==> src/rtl/alu_pkg.sv <==
// alu_pkg
//   Shared definitions for the ALU byte-stream front end: operation codes
//   understood by the ALU, a helper that says whether a code is supported,
//   and the front-end FSM state encoding.
package alu_pkg;

    localparam int OP_WIDTH = 6;

    localparam logic [OP_WIDTH-1:0] OP_ADD = 6'b100000;
    localparam logic [OP_WIDTH-1:0] OP_SUB = 6'b100010;
    localparam logic [OP_WIDTH-1:0] OP_AND = 6'b100100;
    localparam logic [OP_WIDTH-1:0] OP_OR  = 6'b100101;
    localparam logic [OP_WIDTH-1:0] OP_XOR = 6'b100110;
    localparam logic [OP_WIDTH-1:0] OP_SRA = 6'b000011;
    localparam logic [OP_WIDTH-1:0] OP_SRL = 6'b000010;
    localparam logic [OP_WIDTH-1:0] OP_NOR = 6'b100111;

    typedef enum logic [2:0] {
        ST_GET_A  = 3'd0,
        ST_GET_B  = 3'd1,
        ST_GET_OP = 3'd2,
        ST_EXEC   = 3'd3,
        ST_SEND   = 3'd4
    } state_t;

    function automatic logic op_is_valid(input logic [OP_WIDTH-1:0] op);
        logic ok;
        ok = 1'b0;
        case (op)
            OP_ADD, OP_SUB, OP_AND, OP_OR,
            OP_XOR, OP_SRA, OP_SRL, OP_NOR: ok = 1'b1;
            default:                        ok = 1'b0;
        endcase
        return ok;
    endfunction

endpackage

==> src/rtl/alu_interface.sv <==
// alu_interface
//   Collects operand A, operand B and an op code from a received byte stream,
//   presents them (registered) to an external combinational ALU, captures the
//   result and offers it to a transmitter over a valid/ready handshake.
//
//   Ports
//     i_clk, i_reset      clock, synchronous active-high reset
//     i_rx_data/valid     received byte and its one-cycle strobe
//     o_alu_A/B/op        registered operands and op code to the ALU
//     i_alu_result        combinational ALU result
//     o_tx_data/valid     result byte to transmitter, held until accepted
//     i_tx_ready          transmitter accept
//     o_op_invalid        last captured op code is not a supported operation
//     o_rx_drop           one-cycle pulse: a byte arrived while busy
//
//   state     | meaning
//   ----------+-----------------------------------------------
//   ST_GET_A  | waiting for operand A byte
//   ST_GET_B  | waiting for operand B byte
//   ST_GET_OP | waiting for op-code byte
//   ST_EXEC   | ALU inputs settled; capture result this cycle
//   ST_SEND   | result offered to transmitter until accepted
module alu_interface
    import alu_pkg::*;
#(
    parameter int DATA_WIDTH = 8,
    parameter int MODE_WIDTH = OP_WIDTH
) (
    input  logic                  i_clk,
    input  logic                  i_reset,
    input  logic [DATA_WIDTH-1:0] i_rx_data,
    input  logic                  i_rx_valid,
    output logic [DATA_WIDTH-1:0] o_alu_A,
    output logic [DATA_WIDTH-1:0] o_alu_B,
    output logic [MODE_WIDTH-1:0] o_alu_op,
    input  logic [DATA_WIDTH-1:0] i_alu_result,
    output logic [DATA_WIDTH-1:0] o_tx_data,
    output logic                  o_tx_valid,
    input  logic                  i_tx_ready,
    output logic                  o_op_invalid,
    output logic                  o_rx_drop
);

    state_t state;

    always_ff @(posedge i_clk) begin
        if (i_reset) begin
            state        <= ST_GET_A;
            o_alu_A      <= '0;
            o_alu_B      <= '0;
            o_alu_op     <= '0;
            o_tx_data    <= '0;
            o_tx_valid   <= 1'b0;
            o_op_invalid <= 1'b0;
            o_rx_drop    <= 1'b0;
        end else begin
            o_rx_drop <= 1'b0;
            case (state)
                ST_GET_A: begin
                    if (i_rx_valid) begin
                        o_alu_A <= i_rx_data;
                        state   <= ST_GET_B;
                    end
                end
                ST_GET_B: begin
                    if (i_rx_valid) begin
                        o_alu_B <= i_rx_data;
                        state   <= ST_GET_OP;
                    end
                end
                ST_GET_OP: begin
                    if (i_rx_valid) begin
                        // Upper bits of the op byte are ignored; unsupported
                        // codes still execute (ALU returns zero).
                        o_alu_op     <= i_rx_data[MODE_WIDTH-1:0];
                        o_op_invalid <= !op_is_valid(i_rx_data[MODE_WIDTH-1:0]);
                        state        <= ST_EXEC;
                    end
                end
                ST_EXEC: begin
                    o_rx_drop  <= i_rx_valid;
                    o_tx_data  <= i_alu_result;
                    o_tx_valid <= 1'b1;
                    state      <= ST_SEND;
                end
                ST_SEND: begin
                    o_rx_drop <= i_rx_valid;
                    if (o_tx_valid && i_tx_ready) begin
                        o_tx_valid <= 1'b0;
                        state      <= ST_GET_A;
                    end
                end
                default: begin
                    state <= ST_GET_A;
                end
            endcase
        end
    end

endmodule

==> config.mk <==
export PLATFORM = sky130hd
export DESIGN_NAME = alu_interface
export DESIGN_NICKNAME = d
export VERILOG_FILES = /design/src/rtl/alu_pkg.sv /design/src/rtl/alu_interface.sv
export SDC_FILE = /design/constraint.sdc
export NUM_CORES = 1
export LEC_CHECK = 0
export CAP_MARGIN = 20
export CORE_MARGIN = 2
export CORE_UTILIZATION = 42
export CTS_CLUSTER_DIAMETER = 50
export DETAILED_ROUTE_END_ITERATION = 8
export HOLD_SLACK_MARGIN = 0.08
export PLACE_DENSITY = 0.77
export SLEW_MARGIN = 25
export SYNTH_ARGS = -nofsm -noshare
export SYNTH_HDL_FRONTEND = slang
export SYNTH_SLANG_ARGS = --single-unit
==> constraint.sdc <==
create_clock -name i_clk -period 2.37 [get_ports i_clk]
set_clock_uncertainty 0.1 [all_clocks]
set_input_delay 0.474 -clock i_clk [delete_from_list [all_inputs] [get_ports i_clk]]
set_output_delay 0.474 -clock i_clk [all_outputs]
set_load 0.1 [all_outputs]
==> results of run 1 <==
## registers in the layout (all words and copies together) (netlist names)
register      flops
o_alu_A           8
o_tx_data         8
o_op_invalid      1
o_alu_B           8
o_tx_valid        1
state             3
o_alu_op          6
o_rx_drop         1
## area by class of cell
class | instances | area, µm²
clock buffers | 5 | 37.5
clock inverters | 3 | 42.5
fillers | 278 | 1190
inverters | 2 | 7.51
multi-input cells | 93 | 593
flip-flops and latches | 36 | 721
well taps | 44 | 55.1
repair buffers | 54 | 453
## through the flow
step,setup WS [ps],power [mW],utilization (%)
6_report,663,1.35,61.5
5_1_grt,585,1.41,61.5
4_1_cts,683,1.36,61.5
3_5_place_dp,313,0.938,59.0
3_3_place_gp,362,0.933,59.0
2_1_floorplan,742,0.862,-
## worst paths after layout
check	depth (start not counted)	end	start
worst max-delay path	4	o_op_invalid$_SDFFE_PP0P_	i_rx_valid
worst min-delay path	2	o_alu_A[0]$_SDFFE_PP0P_	o_alu_A[0]$_SDFFE_PP0P_
worst max register to register	3	o_tx_data[7]$_SDFFE_PP0P_	state[0]$_SDFFE_PP0P_
worst min register to register	2	o_alu_A[0]$_SDFFE_PP0P_	o_alu_A[0]$_SDFFE_PP0P_
## per-layer routing
metal  share of wire [%]  GRT usage (%)  wire (µm)
met5                   0              0          0
met4                 1.3           5.47         40
met3                 6.2           7.14        189
met2                  49           27.5       1480
met1                  44           22.5       1330
## cell families (layout without fill, tap and decap cells)
| kind of cell | count (synthesis) | count (layout) | synth area share, % |
|---|---|---|---|
| compound gates | 18 | 18 | 7.89 |
| mux | 22 | 22 | 15.8 |
| simple gates | 53 | 53 | 18.8 |
| buf+inv | 13 | 64 | 5.83 |
| flops | 36 | 36 | 51.7 |
## critical path: cells and delay by family
| family | cells | cell delay (ps) |
|---|---|---|
| AO/OA/AOI/OAI | 1 | 250 |
| buffers and inverters | 1 | 610 |
| AND/OR/NAND/NOR | 2 | 520 |
## report_power, final
part | internal (mW) | switching (mW)
clock | 0.220 | 0.203
sequential | 0.626 | 0.0177
combinational | 0.0836 | 0.196
## placed cells by master (no fill, tap or decap), drive strengths merged, types with 2 or more instances in the layout
master          n
clkdlybuf4s50  19
a21oi          12
a211oi          2
clkbuf          5
mux2i          22
and4bb          2
inv             2
buf            35
nand3b          2
nand2          19
dfxtp          36
nor2           24
a311oi          2
==> results.json, run 1 <==
{
  "cts_tree": "done",
  "synthesis.instances": 142,
  "yosysMostFrequentCell": "dfxtp_1",
  "leakagePower_nw": 0.827,
  "synth_top_area_share_pct": 51.7,
  "finalNetCount": 212,
  "worstSkewPairLatency_ps": 330,
  "synth_common_cells": "36 x dfxtp_1, 24 x nor2_1, 22 x mux2i_1, 19 x nand2_1, 12 x a21oi_1",
  "yosysSeqAreaShare_pct": 51.7,
  "outcome": "complete, no violations",
  "synth.area.top_cells": "dfxtp_1 52%, mux2i_1 16%, nor2_1 6.5%",
  "max-vdd-ir-drop_uv": 389,
  "slew_headroom_pct": 58.6,
  "setup_viol": 0,
  "initial_utilization_pct": 45.0,
  "firstDrtPassIters": 4,
  "layout_min_cycle_time_ps": 1710,
  "critPathLaunchType": "input pin",
  "yosysUniqueCellTypes": 23,
  "r2r_slack_ps": 740,
  "grt_max_degree": 16,
  "fin_cells": 237,
  "worst_path_max_delay_cell": "clkdlybuf4s50_1",
  "synth_enable_flop_cells": 0,
  "synth_area_um2": 1400,
  "finalCritPeriodShare_pct": 72.0,
  "cts_setup_buffers": 0,
  "grtUsageTotal_pct": 17.7,
  "synth_area_per_cell_um2": 9.82,
  "hold_viol_final": 0,
  "path_class": "in2reg",
  "critPathArrivalTime_ps": 1850,
  "die_h_um": 61.6,
  "rsz0062_at_grt": "no",
  "slew_viol_final": 0,
  "dp.cells": 229,
  "die_area_um2": 3800,
  "antenna_found_initial": 0,
  "yosys_most_used_dff": "dfxtp_1",
  "final_area_um2": 1910,
  "fin_tns_setup_ps": 0,
  "cts_hold_buf": 0,
  "first_global_vias": 1065,
  "vias_per_cell": 4.81,
  "clkTransAtPathRegs_ps": 110,
  "cp-end-kind": "flop",
  "cts.htree.levels": 2,
  "hold_slack_ps": 366,
  "grt-ovfl-total": 0,
  "place_area_um2": 1830,
  "vias": 1140,
  "fmax_mhz": 586,
  "synth_warnings": 0,
  "required_ps": 2520,
  "yosys_register_bits": 36,
  "worstPathCellList": "clkdlybuf4s50_1 > and4bb_2 > nor2_1 > a311oi_1",
  "powerDensity_nw_per_um2": 705,
  "core_um2": 3100,
  "yosys.area.top_type": "dfxtp_1",
  "drc_errors": 0,
  "cts_buffers": 5,
  "drive_gt1_share_pct": 24.9,
  "antennaDiodeCount": 0,
  "port_buffers": 52,
  "wl_per_cell_um": 12.8,
  "gp_congestion": 0.746,
  "cts_sinks": 36,
  "post_cts_resize_count": 0,
  "syn_nets": 162,
  "drt_iter0_drc": 39,
  "cp_max_fo": 8,
  "tightest_slew_ps": 619,
  "wl_um": 3030,
  "syn_to_final_growth_pct": 36.9,
  "worst_path_largest_cell_delay_ps": 610,
  "die_w_um": 61.6,
  "root_buffer": "clkbuf_4",
  "worstHoldPathType": "reg2reg",
  "ant_nets": 0,
  "grt_pass1_wl_um": 4840,
  "ios": 53,
  "cts_buffer_depth": 2,
  "rows": 20,
  "dp_hpwl_um": 2300,
  "synthArstFlopShare_pct": 0,
  "cap_violations": 0
}
(Power assumes the default switching activity.)
==> inputs of run 2 (changes only) <==
==> constraint.sdc (replaced) <==
create_clock -name i_clk -period 1.7 [get_ports i_clk]
set_clock_uncertainty 0.1 [all_clocks]
set_input_delay 0.34 -clock i_clk [delete_from_list [all_inputs] [get_ports i_clk]]
set_output_delay 0.34 -clock i_clk [all_outputs]
set_load 0.1 [all_outputs]
==> run 2 against run 1 <==
Effect of this change:
- clock power increased by 42%
- final cell count grew 1.7%
- worst hold slack improved by 43 ps
- sequential power increased by 42%
- routed wire length up 14%
- power grew 47%
- combinational power rose by 69%
- non-clock buffer count is 4 higher
- utilization rose by 15 points
==> results.json, run 2 (same netlist as run 1, synthesis figures left out) <==
{
  "worst_path_largest_cell_delay_ps": 570,
  "first_global_vias": 1236,
  "outcome": "complete, no violations",
  "max-vdd-ir-drop_uv": 471,
  "grt_pass1_wl_um": 5850,
  "die_area_um2": 3800,
  "required_ps": 1860,
  "rows": 20,
  "critPathLaunchType": "flop",
  "layout_min_cycle_time_ps": 1540,
  "core_um2": 3100,
  "worstHoldPathType": "reg2reg",
  "wl_um": 3450,
  "wl_per_cell_um": 14.3,
  "rsz0062_at_grt": "no",
  "cts_tree": "done",
  "dp_hpwl_um": 2590,
  "cap_violations": 0,
  "tightest_slew_ps": 410,
  "final_util_pct": 76.6,
  "die_w_um": 61.6,
  "hold_viol_final": 0,
  "finalNetCount": 216,
  "grt_max_degree": 37,
  "drc_errors": 0,
  "cts.htree.levels": 2,
  "critPathArrivalTime_ps": 1700,
  "ant_nets": 0,
  "cpLargestDelayFamily": "flip-flops",
  "path_class": "reg2reg",
  "p_clk_share_pct": 30.2,
  "worstSkewPairLatency_ps": 350,
  "crit_start": "state[1]$_SDFFE_PP0P_",
  "root_buffer": "clkbuf_4",
  "post_cts_resize_count": 0,
  "ios": 53,
  "worst-path-stages": 3,
  "p_int_mw": 1.37,
  "finalCritPeriodShare_pct": 90.6,
  "layout_common_cells": "36 x dfxtp_1, 35 x buf_12, 24 x nor2_1",
  "fin_tns_setup_ps": 0,
  "vias_per_cell": 4.84,
  "layout_commonest_cell": "dfxtp_1",
  "cts_buffers": 5,
  "fillCellCount": 213,
  "cts_sinks": 36,
  "slew_headroom_pct": 72.5,
  "seqPwrFrac_pct": 46.0,
  "cp_max_fo": 10,
  "drive_gt1_share_pct": 26.4,
  "vias": 1166,
  "cts_hold_buf": 0,
  "reg_top3": "o_alu_A x8, o_alu_B x8, o_tx_data x8",
  "worst_path_max_delay_cell": "dfxtp_1",
  "p_sw_mw": 0.612,
  "worstPathCellList": "and4bb_2 > nor2_1 > a311oi_1",
  "antennaDiodeCount": 0,
  "regToRegStartpoint": "state[1]$_SDFFE_PP0P_",
  "fmax_mhz": 649,
  "powerDensity_nw_per_um2": 834,
  "cp-end-kind": "flop",
  "firstDrtPassIters": 4,
  "setup_viol": 0,
  "cts_buffer_depth": 2,
  "syn_to_final_growth_pct": 70.4,
  "sw_frac_of_total_pct": 30.8,
  "r2r_cells": 3,
  "gp_congestion": 0.751,
  "grt-ovfl-total": 0,
  "p_comb_share_pct": 23.8,
  "antenna_found_initial": 0,
  "rr_endpoint": "o_op_invalid$_SDFFE_PP0P_",
  "leakagePower_nw": 0.948,
  "slew_viol_final": 0,
  "grtUsageTotal_pct": 21.6,
  "port_buffers": 52,
  "endpoint": "o_op_invalid$_SDFFE_PP0P_",
  "initial_utilization_pct": 45.0,
  "drt_iter0_drc": 51,
  "die_h_um": 61.6,
  "critPathBufInv": 0,
  "clkTransAtPathRegs_ps": 110,
  "r2r_slack_ps": 160,
  "cts_setup_buffers": 0
}
-- run 2: how the worst min path moves through the flow --
stage,slack (ps),endpoint,cells past startpoint,start
after floorplan,370,o_rx_drop$_SDFF_PP0_,2,i_rx_valid
after global placement,380,o_alu_A[6]$_SDFFE_PP0P_,2,o_alu_A[6]$_SDFFE_PP0P_
after detailed placement,400,o_alu_A[5]$_SDFFE_PP0P_,2,o_alu_A[5]$_SDFFE_PP0P_
after CTS,410,o_alu_A[5]$_SDFFE_PP0P_,2,o_alu_A[5]$_SDFFE_PP0P_
after global routing,430,o_alu_A[4]$_SDFFE_PP0P_,2,o_alu_A[4]$_SDFFE_PP0P_
final,410,o_alu_A[5]$_SDFFE_PP0P_,2,o_alu_A[5]$_SDFFE_PP0P_
-- run 2: layout make-up --
cell class              instances  area [µm²]  area share [%]
repair buffers                 58         921            38.7
well taps                      44        55.1            2.32
clock buffers                   5        37.5            1.58
multi-input cells              93         593            24.9
clock inverters                 3        42.5            1.79
inverters                       2        7.51           0.316
flip-flops and latches         36         721            30.3
-- run 2: through the flow --
step / setup WS (ps) / hold slack, ps / std cells / instance area (µm²) / total power [mW]
3_3_place_gp: -69.7 / 383 / 233 / 2300 / 1.39
6_report: 159 / 408 / 241 / 2380 / 1.98
5_1_grt: 37.5 / 425 / 241 / 2380 / 2.06
3_5_place_dp: -103 / 395 / 233 / 2300 / 1.40
4_1_cts: 164 / 409 / 241 / 2380 / 2.01
2_1_floorplan: 72.1 / 370 / 142 / 1400 / 1.20
-- run 2: worst register-to-register path: cells and delay by family (launching register included) --
family,cells,cell delay [ps]
and+or+nand+nor,2,540
DFF,1,570
AOI/OAI and AO/OA,1,240
-- run 2: power groups by stage --
stage,sequential [mW],combinational [mW],clock (mW)
2_1_floorplan,1.10,0.107,0
3_3_place_gp,0.930,0.463,0
3_5_place_dp,0.932,0.471,0
4_1_cts,0.914,0.473,0.619
5_1_grt,0.917,0.493,0.654
6_report,0.913,0.472,0.599
-- run 2: per-layer routing --
layer | up-vias | wire, µm | global-route usage [%]
met5 | - | 0 | 0
met4 | 0 | 71 | 9.42
met3 | 7 | 235 | 9.66
met2 | 31 | 1760 | 34.0
met1 | 546 | 1380 | 25.6
li1 | 582 | - | -
